<file path="src/rtl/rx_block_lock.sv">
// rx_block_lock
//   64b/66b block-lock state machine for one GT receive lane. Hunts for the
//   sync-header boundary by requesting gearbox slips, declares lock after
//   LOCK_COUNT consecutive valid headers, and drops lock when BAD_LIMIT
//   invalid headers land inside one WINDOW-header monitoring window.
//
// Ports
//   clk             lane receive user clock
//   rst             synchronous active-high reset
//   rx_header       2-bit sync header of the current block
//   rx_header_valid rx_header is meaningful this cycle
//   rx_slip         one-cycle gearbox slip request
//   channel_good    block lock held (feeds the datapath reset watchdog)
//   lock_lost       one-cycle pulse when lock is dropped
//   slip_count      saturating count of slips since rst
module rx_block_lock #(
    parameter int LOCK_COUNT = 64,
    parameter int WINDOW     = 1024,
    parameter int BAD_LIMIT  = 16,
    parameter int SLIP_WAIT  = 32
) (
    input  logic       clk,
    input  logic       rst,
    input  logic [1:0] rx_header,
    input  logic       rx_header_valid,
    output logic       rx_slip,
    output logic       channel_good,
    output logic       lock_lost,
    output logic [7:0] slip_count
);

    localparam int GW = $clog2(LOCK_COUNT) + 1;
    localparam int WW = $clog2(WINDOW) + 1;
    localparam int BW = $clog2(BAD_LIMIT) + 1;
    localparam int TW = $clog2(SLIP_WAIT) + 1;

    localparam logic [GW-1:0] GOOD_LAST = GW'(LOCK_COUNT - 1);
    localparam logic [WW-1:0] WIN_LAST  = WW'(WINDOW - 1);
    localparam logic [BW-1:0] BAD_LAST  = BW'(BAD_LIMIT - 1);
    localparam logic [TW-1:0] WAIT_LAST = TW'(SLIP_WAIT - 1);

    typedef enum logic [1:0] {
        ST_HUNT,
        ST_SLIP,
        ST_SLIP_WAIT,
        ST_LOCKED
    } state_t;

    state_t          r_state;
    logic [GW-1:0]   r_good_cnt;
    logic [WW-1:0]   r_win_cnt;
    logic [BW-1:0]   r_bad_cnt;
    logic [TW-1:0]   r_wait_cnt;
    logic            r_rx_slip;
    logic            r_channel_good;
    logic            r_lock_lost;
    logic [7:0]      r_slip_count;

    state_t          w_state_nxt;
    logic [GW-1:0]   w_good_nxt;
    logic [WW-1:0]   w_win_nxt;
    logic [BW-1:0]   w_bad_nxt;
    logic [TW-1:0]   w_wait_nxt;
    logic            w_slip_nxt;
    logic            w_lost_nxt;
    logic [7:0]      w_slip_count_nxt;
    logic            w_hdr_sync;

    function automatic logic [7:0] sat_inc8(input logic [7:0] v);
        return (v == 8'hFF) ? v : v + 8'd1;
    endfunction

    // 01 and 10 are the only legal sync headers.
    assign w_hdr_sync = rx_header[1] ^ rx_header[0];

    always_comb begin
        w_state_nxt      = r_state;
        w_good_nxt       = r_good_cnt;
        w_win_nxt        = r_win_cnt;
        w_bad_nxt        = r_bad_cnt;
        w_wait_nxt       = r_wait_cnt;
        w_slip_nxt       = 1'b0;
        w_lost_nxt       = 1'b0;
        w_slip_count_nxt = r_slip_count;

        case (r_state)
            ST_HUNT: begin
                if (rx_header_valid) begin
                    if (!w_hdr_sync) begin
                        w_good_nxt  = '0;
                        w_state_nxt = ST_SLIP;
                    end else if (r_good_cnt == GOOD_LAST) begin
                        w_good_nxt  = '0;
                        w_state_nxt = ST_LOCKED;
                    end else begin
                        w_good_nxt = r_good_cnt + GW'(1);
                    end
                end
            end
            ST_SLIP: begin
                // The registered slip pulse is launched from this state, so it
                // appears during the first SLIP_WAIT cycle.
                w_slip_nxt       = 1'b1;
                w_slip_count_nxt = sat_inc8(r_slip_count);
                w_wait_nxt       = '0;
                w_state_nxt      = ST_SLIP_WAIT;
            end
            ST_SLIP_WAIT: begin
                if (r_wait_cnt == WAIT_LAST) begin
                    w_wait_nxt  = '0;
                    w_good_nxt  = '0;
                    w_state_nxt = ST_HUNT;
                end else begin
                    w_wait_nxt = r_wait_cnt + TW'(1);
                end
            end
            ST_LOCKED: begin
                if (rx_header_valid) begin
                    // Loss of lock is tested first so it wins over a window
                    // boundary on the same header.
                    if (!w_hdr_sync && (r_bad_cnt == BAD_LAST)) begin
                        w_win_nxt   = '0;
                        w_bad_nxt   = '0;
                        w_lost_nxt  = 1'b1;
                        w_state_nxt = ST_SLIP;
                    end else if (r_win_cnt == WIN_LAST) begin
                        w_win_nxt = '0;
                        w_bad_nxt = '0;
                    end else begin
                        w_win_nxt = r_win_cnt + WW'(1);
                        w_bad_nxt = r_bad_cnt + {{(BW-1){1'b0}}, ~w_hdr_sync};
                    end
                end
            end
            default: begin
                w_state_nxt = ST_HUNT;
            end
        endcase
    end

    always_ff @(posedge clk) begin
        if (rst) begin
            r_state        <= ST_HUNT;
            r_good_cnt     <= '0;
            r_win_cnt      <= '0;
            r_bad_cnt      <= '0;
            r_wait_cnt     <= '0;
            r_rx_slip      <= 1'b0;
            r_channel_good <= 1'b0;
            r_lock_lost    <= 1'b0;
            r_slip_count   <= '0;
        end else begin
            r_state        <= w_state_nxt;
            r_good_cnt     <= w_good_nxt;
            r_win_cnt      <= w_win_nxt;
            r_bad_cnt      <= w_bad_nxt;
            r_wait_cnt     <= w_wait_nxt;
            r_rx_slip      <= w_slip_nxt;
            r_channel_good <= (w_state_nxt == ST_LOCKED);
            r_lock_lost    <= w_lost_nxt;
            r_slip_count   <= w_slip_count_nxt;
        end
    end

    assign rx_slip      = r_rx_slip;
    assign channel_good = r_channel_good;
    assign lock_lost    = r_lock_lost;
    assign slip_count   = r_slip_count;

endmodule

</file>
<file path="config.mk">
export PLATFORM = sky130hd
export DESIGN_NAME = rx_block_lock
export DESIGN_NICKNAME = d
export VERILOG_FILES = /design/src/rtl/rx_block_lock.sv
export SDC_FILE = /design/constraint.sdc
export NUM_CORES = 1
export LEC_CHECK = 0
export CORE_ASPECT_RATIO = 0.5
export CORE_MARGIN = 2
export CORE_UTILIZATION = 50
export DETAILED_ROUTE_END_ITERATION = 16
export PLACE_DENSITY = 0.7
export SKIP_CTS_REPAIR_TIMING = 1
export SKIP_LAST_GASP = 1
export SYNTH_ARGS = -nofsm -noshare
export SYNTH_HDL_FRONTEND = slang
export SYNTH_SLANG_ARGS = --single-unit
</file>
<file path="constraint.sdc">
create_clock -name clk -period 2.51 [get_ports clk]
set_clock_uncertainty 0.15 [all_clocks]
set_input_delay 0.502 -clock clk [delete_from_list [all_inputs] [get_ports clk]]
set_output_delay 0.502 -clock clk [all_outputs]
set_load 0.03 [all_outputs]
</file>
### Word level (Yosys, flattened, before mapping)

Index checks and enable logic that the tools add are counted.

| cells by class | value |
|---|---|
| reductions and logical operators | 9 |
| equality and inequality tests | 11 |
| muxes and demuxes | 20 |
| bitwise logic cells | 5 |
| add/subtract/negate cells | 5 |

Operators with widths:

| kind | number |
|---|---|
| $mux 7 | 4 |
| $mux 11 | 2 |
| $pmux 7 s2 | 1 |
| $mux 2 | 6 |
| $pmux 6 s2 | 1 |
| $add 11x1->11 const B | 1 |
| $eq 11x10->1 const B | 1 |
| $mux 5 | 2 |
| $add 8x1->8 const B | 1 |
| $eq 8x8->1 const B | 1 |
| $pmux 2 s4 | 1 |
| $add 7x1->7 const B | 1 |
| $eq 7x6->1 const B | 1 |
| $add 6x1->6 const B | 1 |
| $eq 2x2->1 const B | 3 |
| $eq 6x5->1 const B | 1 |
| $mux 6 | 1 |
| $add 5x1->5 | 1 |
| $eq 5x4->1 const B | 1 |
| $ne 2x2->1 const B | 2 |
| $not 1->1 | 4 |
| $reduce_and 2->1 | 2 |
| $reduce_bool 2->1 | 2 |
| $reduce_and 3->1 | 1 |
| other kinds (7) | 8 |

| word-level totals | value |
|---|---|
| word-level logic and storage cells | 59 |
| output and inout port bits | 11 |
| input bits | 5 |
| register bits after elaboration | 42 |

### Depth between registers and ports, before layout

Gate-level depths: netlist of run 1.

| logic depth | value |
|---|---|
| depth in word-level cells | 7 |
| mapped depth | 7 |
| mapped depth without buffers | 7 |

### Worst setup path after synthesis of run 1

OpenSTA, ideal clock, no wires.

| timing | value |
|---|---|
| path type | in2reg |
| start point | in rx_header_valid |
| end point | reg r_win_cnt[0] |
| library setup time | 0.115 ns |
| slack | 0.692 ns |
| data required time | 2.245 ns |
| path buffers | 2 |
| cell stages on the path | 6 |
| arrival | 1.553 ns |
| cell sequence | buf_2 -> nand4b_1 -> o41ai_2 -> o21bai_1 -> buf_4 -> nor2_1 |

| on the way | value |
|---|---|
| cells in the longest elaborated chain, start to end | 1 |

Ends and longest elaborated chain:

| item | RTL line | RTL |
|---|---|---|
| start: declaration | 25 | `input logic rx_header_valid,` |
| $reduce_and 2->1 (no line) | -- |  |
| end signal: assignment | 155 | `r_win_cnt <= w_win_nxt;` |
| end: declaration | 51 | `logic [WW-1:0] r_win_cnt;` |

Every way passes these cells.
A chain may end at the register's enable or synchronous reset.

### Final worst setup path of run 1

| timing | value |
|---|---|
| start point | in rx_header[0] |
| end point | reg r_good_cnt[5] |

| on the way | value |
|---|---|
| cells in the longest elaborated chain, start to end | 4 |

Ends and longest elaborated chain:

| item | RTL line | RTL |
|---|---|---|
| start: declaration | 24 | `input logic [1:0] rx_header,` |
| $xor 1x1->1 | 74 | `assign w_hdr_sync = rx_header[1] ^ rx_header[0];` |
| $mux 7 | 89 | `if (!w_hdr_sync) begin` |
| $mux 7 | 88 | `if (rx_header_valid) begin` |
| $pmux 7 s2 | 86 | `case (r_state)` |
| end signal: assignment | 154 | `r_good_cnt <= w_good_nxt;` |
| end: declaration | 50 | `logic [GW-1:0] r_good_cnt;` |

Every way passes these cells. The select of a mux whose other input is x is not followed.

==> results of run 1 <==
-- placed cells by master (no fill, tap or decap), types with 3 or more instances in the layout --
| master | count |
|---|---|
| dfxtp_1 | 42 |
| nor2_1 | 26 |
| nand2_1 | 23 |
| clkdlybuf4s50_1 | 15 |
| xor2_1 | 14 |
| nand3_1 | 12 |
| nand4_1 | 11 |
| ha_1 | 10 |
| a21oi_1 | 7 |
| inv_1 | 6 |
| xnor2_1 | 5 |
| nor3_1 | 5 |
| clkbuf_8 | 5 |
| buf_4 | 5 |
| and4_1 | 4 |
| o21ai_0 | 4 |
| nor2b_1 | 4 |
| o311ai_0 | 3 |
-- layout make-up --
cell class              count  area (µm²)  area share (%)
inverters                   7        26.3            1.12
multi-input cells         171        1150            48.9
repair buffers             20         188            8.00
clock buffers               7        76.3            3.26
well taps                  54        67.6            2.88
flip-flops and latches     42         841            35.9
-- cells by family after synthesis --
group	Yosys count
AOI/OAI and AO/OA	39
xor gates and xnor gates	20
adders and majority gates	10
buffers and inverters	15
DFF	42
muxes	3
and+or+nand+nor	99
-- Yosys cell counts, types with 3 or more instances --
library cell	number	area [µm²]
inv_1	6	22.5
nor2b_1	4	25.0
nor2_1	26	97.6
clkbuf_1	4	15.0
and4_1	4	35.0
xnor2_1	5	43.8
o311ai_0	3	26.3
nand4_1	11	68.8
ha_1	10	125
dfxtp_1	42	841
o21ai_0	4	20.0
nand2_1	23	86.3
buf_2	3	15.0
nand3_1	12	60.1
nor3_1	5	25.0
xor2_1	14	123
a21oi_1	7	35.0
-- through the flow --
| stage | setup slack (ns) | total power [µW] |
|---|---|---|
| after floorplan | 0.692 | 901 |
| after global placement | 0.169 | 965 |
| after detailed placement | 0.107 | 969 |
| after CTS | 0.407 | 1370 |
| after global routing | 0.306 | 1430 |
| final | 0.399 | 1360 |
-- critical path, delay by kind of cell --
| kind | cells | cell delay (ns) |
|---|---|---|
| AOI/OAI and AO/OA | 1 | 0.07 |
| xor gates and xnor gates | 1 | 0.25 |
| buffers and inverters | 2 | 0.66 |
| and+or+nand+nor | 2 | 0.71 |
-- power groups by stage --
stage | combinational, µW | clock, µW | sequential, µW
final | 242 | 406 | 714
after global routing | 267 | 445 | 719
after detailed placement | 239 | 0 | 730
after floorplan | 155 | 0 | 746
after global placement | 237 | 0 | 729
after CTS | 242 | 418 | 715
-- state kept, by name (all words and copies together) (netlist names) --
name	count
r_win_cnt	11
rx_slip	1
r_bad_cnt	5
lock_lost	1
r_wait_cnt	6
slip_count	8
channel_good	1
r_good_cnt	7
r_state	2
-- worst max-delay path by stage --
stage | slack, ns | startpoint | end | depth (start not counted)
3_3_place_gp | 0.17 | rx_header[0] | r_bad_cnt[4] | 8
4_1_cts | 0.41 | slip_count[7] | slip_count[7] | 1
3_5_place_dp | 0.11 | rx_header[0] | r_bad_cnt[4] | 8
6_report | 0.40 | rx_header[0] | r_good_cnt[5] | 6
2_1_floorplan | 0.69 | rx_header_valid | r_win_cnt[0] | 6
5_1_grt | 0.31 | rx_header[0] | r_bad_cnt[4] | 8
-- routing by layer --
layer | global-route usage (%) | vias to the layer above | share of wire [%]
met4 | 7.97 | 0 | 1.2
li1 | - | 851 | -
met1 | 25.1 | 762 | 50
met5 | 0 | - | 0
met3 | 6.03 | 5 | 5.4
met2 | 29.3 | 41 | 44
==> summary.md, run 1 <==
| Metric | Value |
|---|---|
| Run status | `finished, final reports clean` |
| Flop pwr share | `52.5%` |
| Detailed Routing Iterations Pass 1 | `4` |
| Top Ports | `16` |
| 1st-iter DRT viols | `79` |
| Post-Synth Simple-Gate Area | `between 20 and 30%` |
| Initial antenna violation count | `0` |
| Number of synthesized flops with an enable pin | `0` |
| R2R cell count | `5` |
| Post-synthesis register bit count | `42` |
| Final setup TNS | `0 ns` |
| Post-synthesis compound-gate area fraction | `between 10% and 20%` |
| Sequential-to-total area share from yosys stat | `41.0%` |
| Area growth, synth to finish | `14.3%` |
| Clk slew on worst S/H paths | `0.07 ns` |
| IO Port Bufs | `15` |
| Clock Latency Late Sink | `0.29 ns` |
| Gr usage total | `a little under a fifth` |
| Detail Placement HPWL | `2.81 mm` |
| Number of library cell types mapped by synthesis | `50` |
| Pin count of the biggest net entering global routing | `14` |
| ANT nets after route | `0` |
| Gpl congestion | `about 0.83` |
| Vias per inst | `between 5 and 6` |
| Hold WS | `0.299 ns` |
| Fin nets | `262` |
| Share of cells above drive strength 1 | `between 7 and 8%` |
| Critical Path AT | `about 2.2 ns` |
| Pins Over Slew Limit | `0` |
| Core ar. | `~3900 µm²` |
| Worst-margin pin slew | `0.474 ns` |
| ANT cells | `0` |
| Hold path depth | `2` |
| Main combinational cell family by area after synthesis | `simple AND/OR/NAND/NOR gates` |
| Max cap viols | `0` |
| Slew headroom | `68.4%` |
| Worst-path maximum fanout | `9` |
| RR Endpoint | `r_good_cnt[4]` |
| DRC violations left | `0` |
| Multiplexer area fraction after synthesis | `1.53%` |
| Pint | `981 µW` |
| Launching point of the worst reg2reg path | `r_state[0]` |
| Hold Startpoint | `r_win_cnt[10]` |
| Post-Synth XOR/XNOR Area | `8.91%` |
| Element type at the critical path start | `input port` |
| CP endpoint kind | `flip-flop` |
| Pleak | `0.000844 µW` |
| Fmax | `474 MHz` |
| RSZ-0062 raised after global routing | `false` |
| Die H | `49.3 µm` |
| Vias in the first global route | `approximately 1.6k` |
| Cell Chain, Critical Path | `clkdlybuf4s50_1, xor2_2, inv_2, nor4_4, or3b_1, o211ai_2` |
| CP max stage delay | `0.51 ns` |
| DRT Wirelength | `4.00 mm` |
| FP Rows | `16` |
| Post-DP Area | `roughly 2300 µm²` |
| Crit share post-route | `84.1%` |
| CTS Buf Count | `5` |
| Pwr dens | `581 nW/µm²` |
| HP Class | `reg -> reg` |
| Die area | `4660 µm²` |
| Crit-path slowest cell | `clkdlybuf4s50_1` |
| Switching power | `between 300 and 400 µW` |
| Final Critical Period | `2.11 ns` |
| Ys async rst share | `0%` |
| Final core occ | `59.8%` |
| Yosys warns | `0` |
| Fin cells | `301` |
| Synthesized-area fraction occupied by adder cells | `6.10%` |
| Synthesized instance count | `roughly 230` |
| Synthesized area per cell | `8.99 µm²` |
| CTS sink cnt | `42` |
| Worst IR Drop VDD | `346 µV` |
| Reg-to-reg slack, setup | `between 0.5 and 0.6 ns` |
| CTS tree | `yes` |
| Combinational power share | `17.8%` |
| Synthesized cell area | `2050 µm²` |
| Initial cell density of the core | `52.3%` |
| Vias post-DR | `1,659` |
| Global-route wire length before repair | `6.94 mm` |
| WS Path Type | `in -> reg` |
| Clk Tree Root Cell | `clkbuf_8` |
| Wire per inst | `13.3 µm` |
| Net Sw Frac | `around 28%` |
| Final setup vio count | `0` |
| Hold EP | `r_win_cnt[10]` |
| GRT overflow | `0` |
| Ys flop type | `dfxtp_1` |
| Placed cell count | `294` |
| Final-report hold violation count | `0` |
| Fillers | `373` |
| Worst Path Required | `2.58 ns` |
| Clock power frac | `approximately 30%` |
| Width of the die | `roughly 95 µm` |
| Mapped Nets | `243` |
| H-tree Lvls | `2` |
| Final Instance Area | `2340 µm²` |
| Max clock buf depth | `2` |
Note: power is estimated with default switching activity, not from simulation.
==> run 2: changes to the inputs <==
==> constraint.sdc (replaced) <==
create_clock -name clk -period 2.1 [get_ports clk]
set_clock_uncertainty 0.15 [all_clocks]
set_input_delay 0.42 -clock clk [delete_from_list [all_inputs] [get_ports clk]]
set_output_delay 0.42 -clock clk [all_outputs]
set_load 0.03 [all_outputs]
==> run 2 against run 1 <==
Against the previous run: via count increased by 2.0%; worst hold slack about the same; critical path type is now reg -> out; routed wire length increased by 2.4%; final cell count increased by 3.7%; sequential cell count unchanged; sequential power increased by 20%; largest power group unchanged; global-route usage increased by 0.48 points; design area increased by 3.8%; first-iteration DRC count decreased by 32%.
==> summary.md, run 2 (synthesis results as in run 1) <==
| Metric | Value |
|---|---|
| Share of cells above drive strength 1 | `12.0% (+4.3 points)` |
| FF/Latch Area | `841 µm² (unchanged)` |
| Placed cell count | `303 (+3.1%)` |
| Flop pwr share | `50.6% (-1.9 points)` |
| Top Family by Delay on Critical Path | `buffers and inverters` |
| Vias per inst | `5.42 (-1.6%)` |
| Pwr dens | `693 nW/µm² (+19%)` |
| Gpl congestion | `0.897 (+7.7%)` |
| Largest Register | `r_win_cnt` |
| ANT nets after route | `0 (unchanged)` |
| Crit-path slowest cell | `clkdlybuf4s50_1` |
| Clock power frac | `31.2% (+1.4 points)` |
| Core ar. | `3920 µm² (unchanged)` |
| Slew headroom | `73.3% (+4.9 points)` |
| Global-route wire length before repair | `7.12 mm (+2.6%)` |
| IO Port Bufs | `15 (unchanged)` |
| Net Sw Frac | `27.6% (-0.43 points)` |
| Final setup vio count | `0 (unchanged)` |
| Max cap viols | `0 (unchanged)` |
| Pin count of the biggest net entering global routing | `13 (-1)` |
| Worst IR Drop VDD | `485 µV (+40%)` |
| FP Rows | `16 (unchanged)` |
| Worst-margin pin slew | `0.398 ns (-0.0751 ns)` |
| Vias in the first global route | `1,595 (+2.2%)` |
| Gr usage total | `19.6% (+0.48 points)` |
| Fin cells | `312 (+3.7%)` |
| H-tree Lvls | `2 (unchanged)` |
| Crit share post-route | `96.0%` |
| Clk slew on worst S/H paths | `0.08 ns (about the same)` |
| Top Ports | `16 (unchanged)` |
| Pins Over Slew Limit | `0 (unchanged)` |
| Buf/Inv on CP | `1 (-1)` |
| ANT cells | `0 (unchanged)` |
| Cell Chain, Critical Path | `clkdlybuf4s50_1` |
| Element type at the critical path start | `flip-flop` |
| Fin nets | `272 (+3.8%)` |
| Final-report hold violation count | `0 (unchanged)` |
| CTS tree | `yes` |
| Final Critical Period | `2.02 ns` |
| Worst Path Required | `1.53 ns (-1.05 ns)` |
| DRC violations left | `0 (unchanged)` |
| Combinational power share | `18.2% (+0.4 points)` |
| Switching power | `465 µW (+22%)` |
| CP endpoint kind | `output pin` |
| Worst-path maximum fanout | `7 (-2)` |
| Detail Placement HPWL | `2.99 mm (+6.3%)` |
| Post-DP Area | `2340 µm² (+3.0%)` |
| DRT Wirelength | `4.09 mm (+2.4%)` |
| Critical Path AT | `1.45 ns (-0.73 ns)` |
| Commonest cells after routing, fill and taps aside | `dfxtp_1, nor2_1, nand2_1, clkdlybuf4s50_1, buf_4` |
| 1st-iter DRT viols | `54 (-32%)` |
| WS Path Type | `reg -> out` |
| Die H | `49.3 µm (unchanged)` |
| GRT overflow | `0 (unchanged)` |
| Clock Latency Late Sink | `0.29 ns (about the same)` |
| CP max stage delay | `0.72 ns (+0.21 ns)` |
| HP Class | `reg -> reg` |
| Vias post-DR | `1,692 (+2.0%)` |
| RSZ-0062 raised after global routing | `false` |
| Final Instance Area | `2430 µm² (+3.8%)` |
| Detailed Routing Iterations Pass 1 | `4 (unchanged)` |
| Pleak | `0.000905 µW (+7.2%)` |
| Run status | `finished, final reports clean` |
| CTS sink cnt | `42 (unchanged)` |
| Area growth, synth to finish | `18.7%` |
| Area of the multi-input gates | `1150 µm² (unchanged)` |
| Pint | `1220 µW (+25%)` |
| Fillers | `347 (-7.0%)` |
| Fmax | `496 MHz` |
| Width of the die | `94.6 µm (unchanged)` |
| Max clock buf depth | `2 (unchanged)` |
| Wire per inst | `13.1 µm (-1.3%)` |
| Clk Tree Root Cell | `clkbuf_8` |
| Max reg flops | `11 (unchanged)` |
| Initial antenna violation count | `0 (unchanged)` |
| CTS Buf Count | `5 (unchanged)` |
| Initial cell density of the core | `52.3% (unchanged)` |
| Die area | `4660 µm² (unchanged)` |
| Commonest non-fill, non-tap cell in the layout | `dfxtp_1` |
run 2: through the flow:
stage	setup WS, ns	util, %	TNS, ns	hold WS [ns]	total power (µW)
3_5_place_dp	-0.225	59.5	-1.75	0.291	1170
5_1_grt	0.0199	62.1	0	0.313	1780
4_1_cts	0.0730	61.9	0	0.303	1700
3_3_place_gp	-0.134	59.5	-0.832	0.269	1170
6_report	0.0844	62.1	0	0.299	1690
2_1_floorplan	0.325	-	0	0.260	1080
run 2: power by group through the flow:
stage / Clock, µW / Sequential [µW] / Combinational [µW]
after global routing: 576 / 858 / 341
after detailed placement: 0 / 873 / 302
after floorplan: 0 / 892 / 185
after global placement: 0 / 871 / 298
final: 527 / 854 / 307
after CTS: 544 / 854 / 305
run 2: final cells by class:
cell class	count	share of cell area [%]
clock buffer	7	3.55
clock inverter	1	0.206
inverter	7	1.08
multi-input combinational	171	47.1
sequential	42	34.5
tap	54	2.77
timing repair buffer	30	10.8
run 2: worst paths after layout:
check                startpoint             to  slack, ns  depth (start not counted)
hold / removal    r_win_cnt[10]  r_win_cnt[10]       0.30                          2
setup / recovery  slip_count[7]  slip_count[7]       0.08                          1
setup reg to reg     r_state[0]  r_good_cnt[5]       0.19                          6
hold reg to reg   r_win_cnt[10]  r_win_cnt[10]       0.30                          2
run 2: metal layers:
layer	routed length, µm	share of wire (%)	GRT usage [%]	vias to the layer above
li1	-	-	-	877
met1	2110	51	26.7	782
met2	1810	44	30.7	31
met3	166	4.1	6.34	2
met4	11	0.27	4.35	0
met5	0	0	0	-
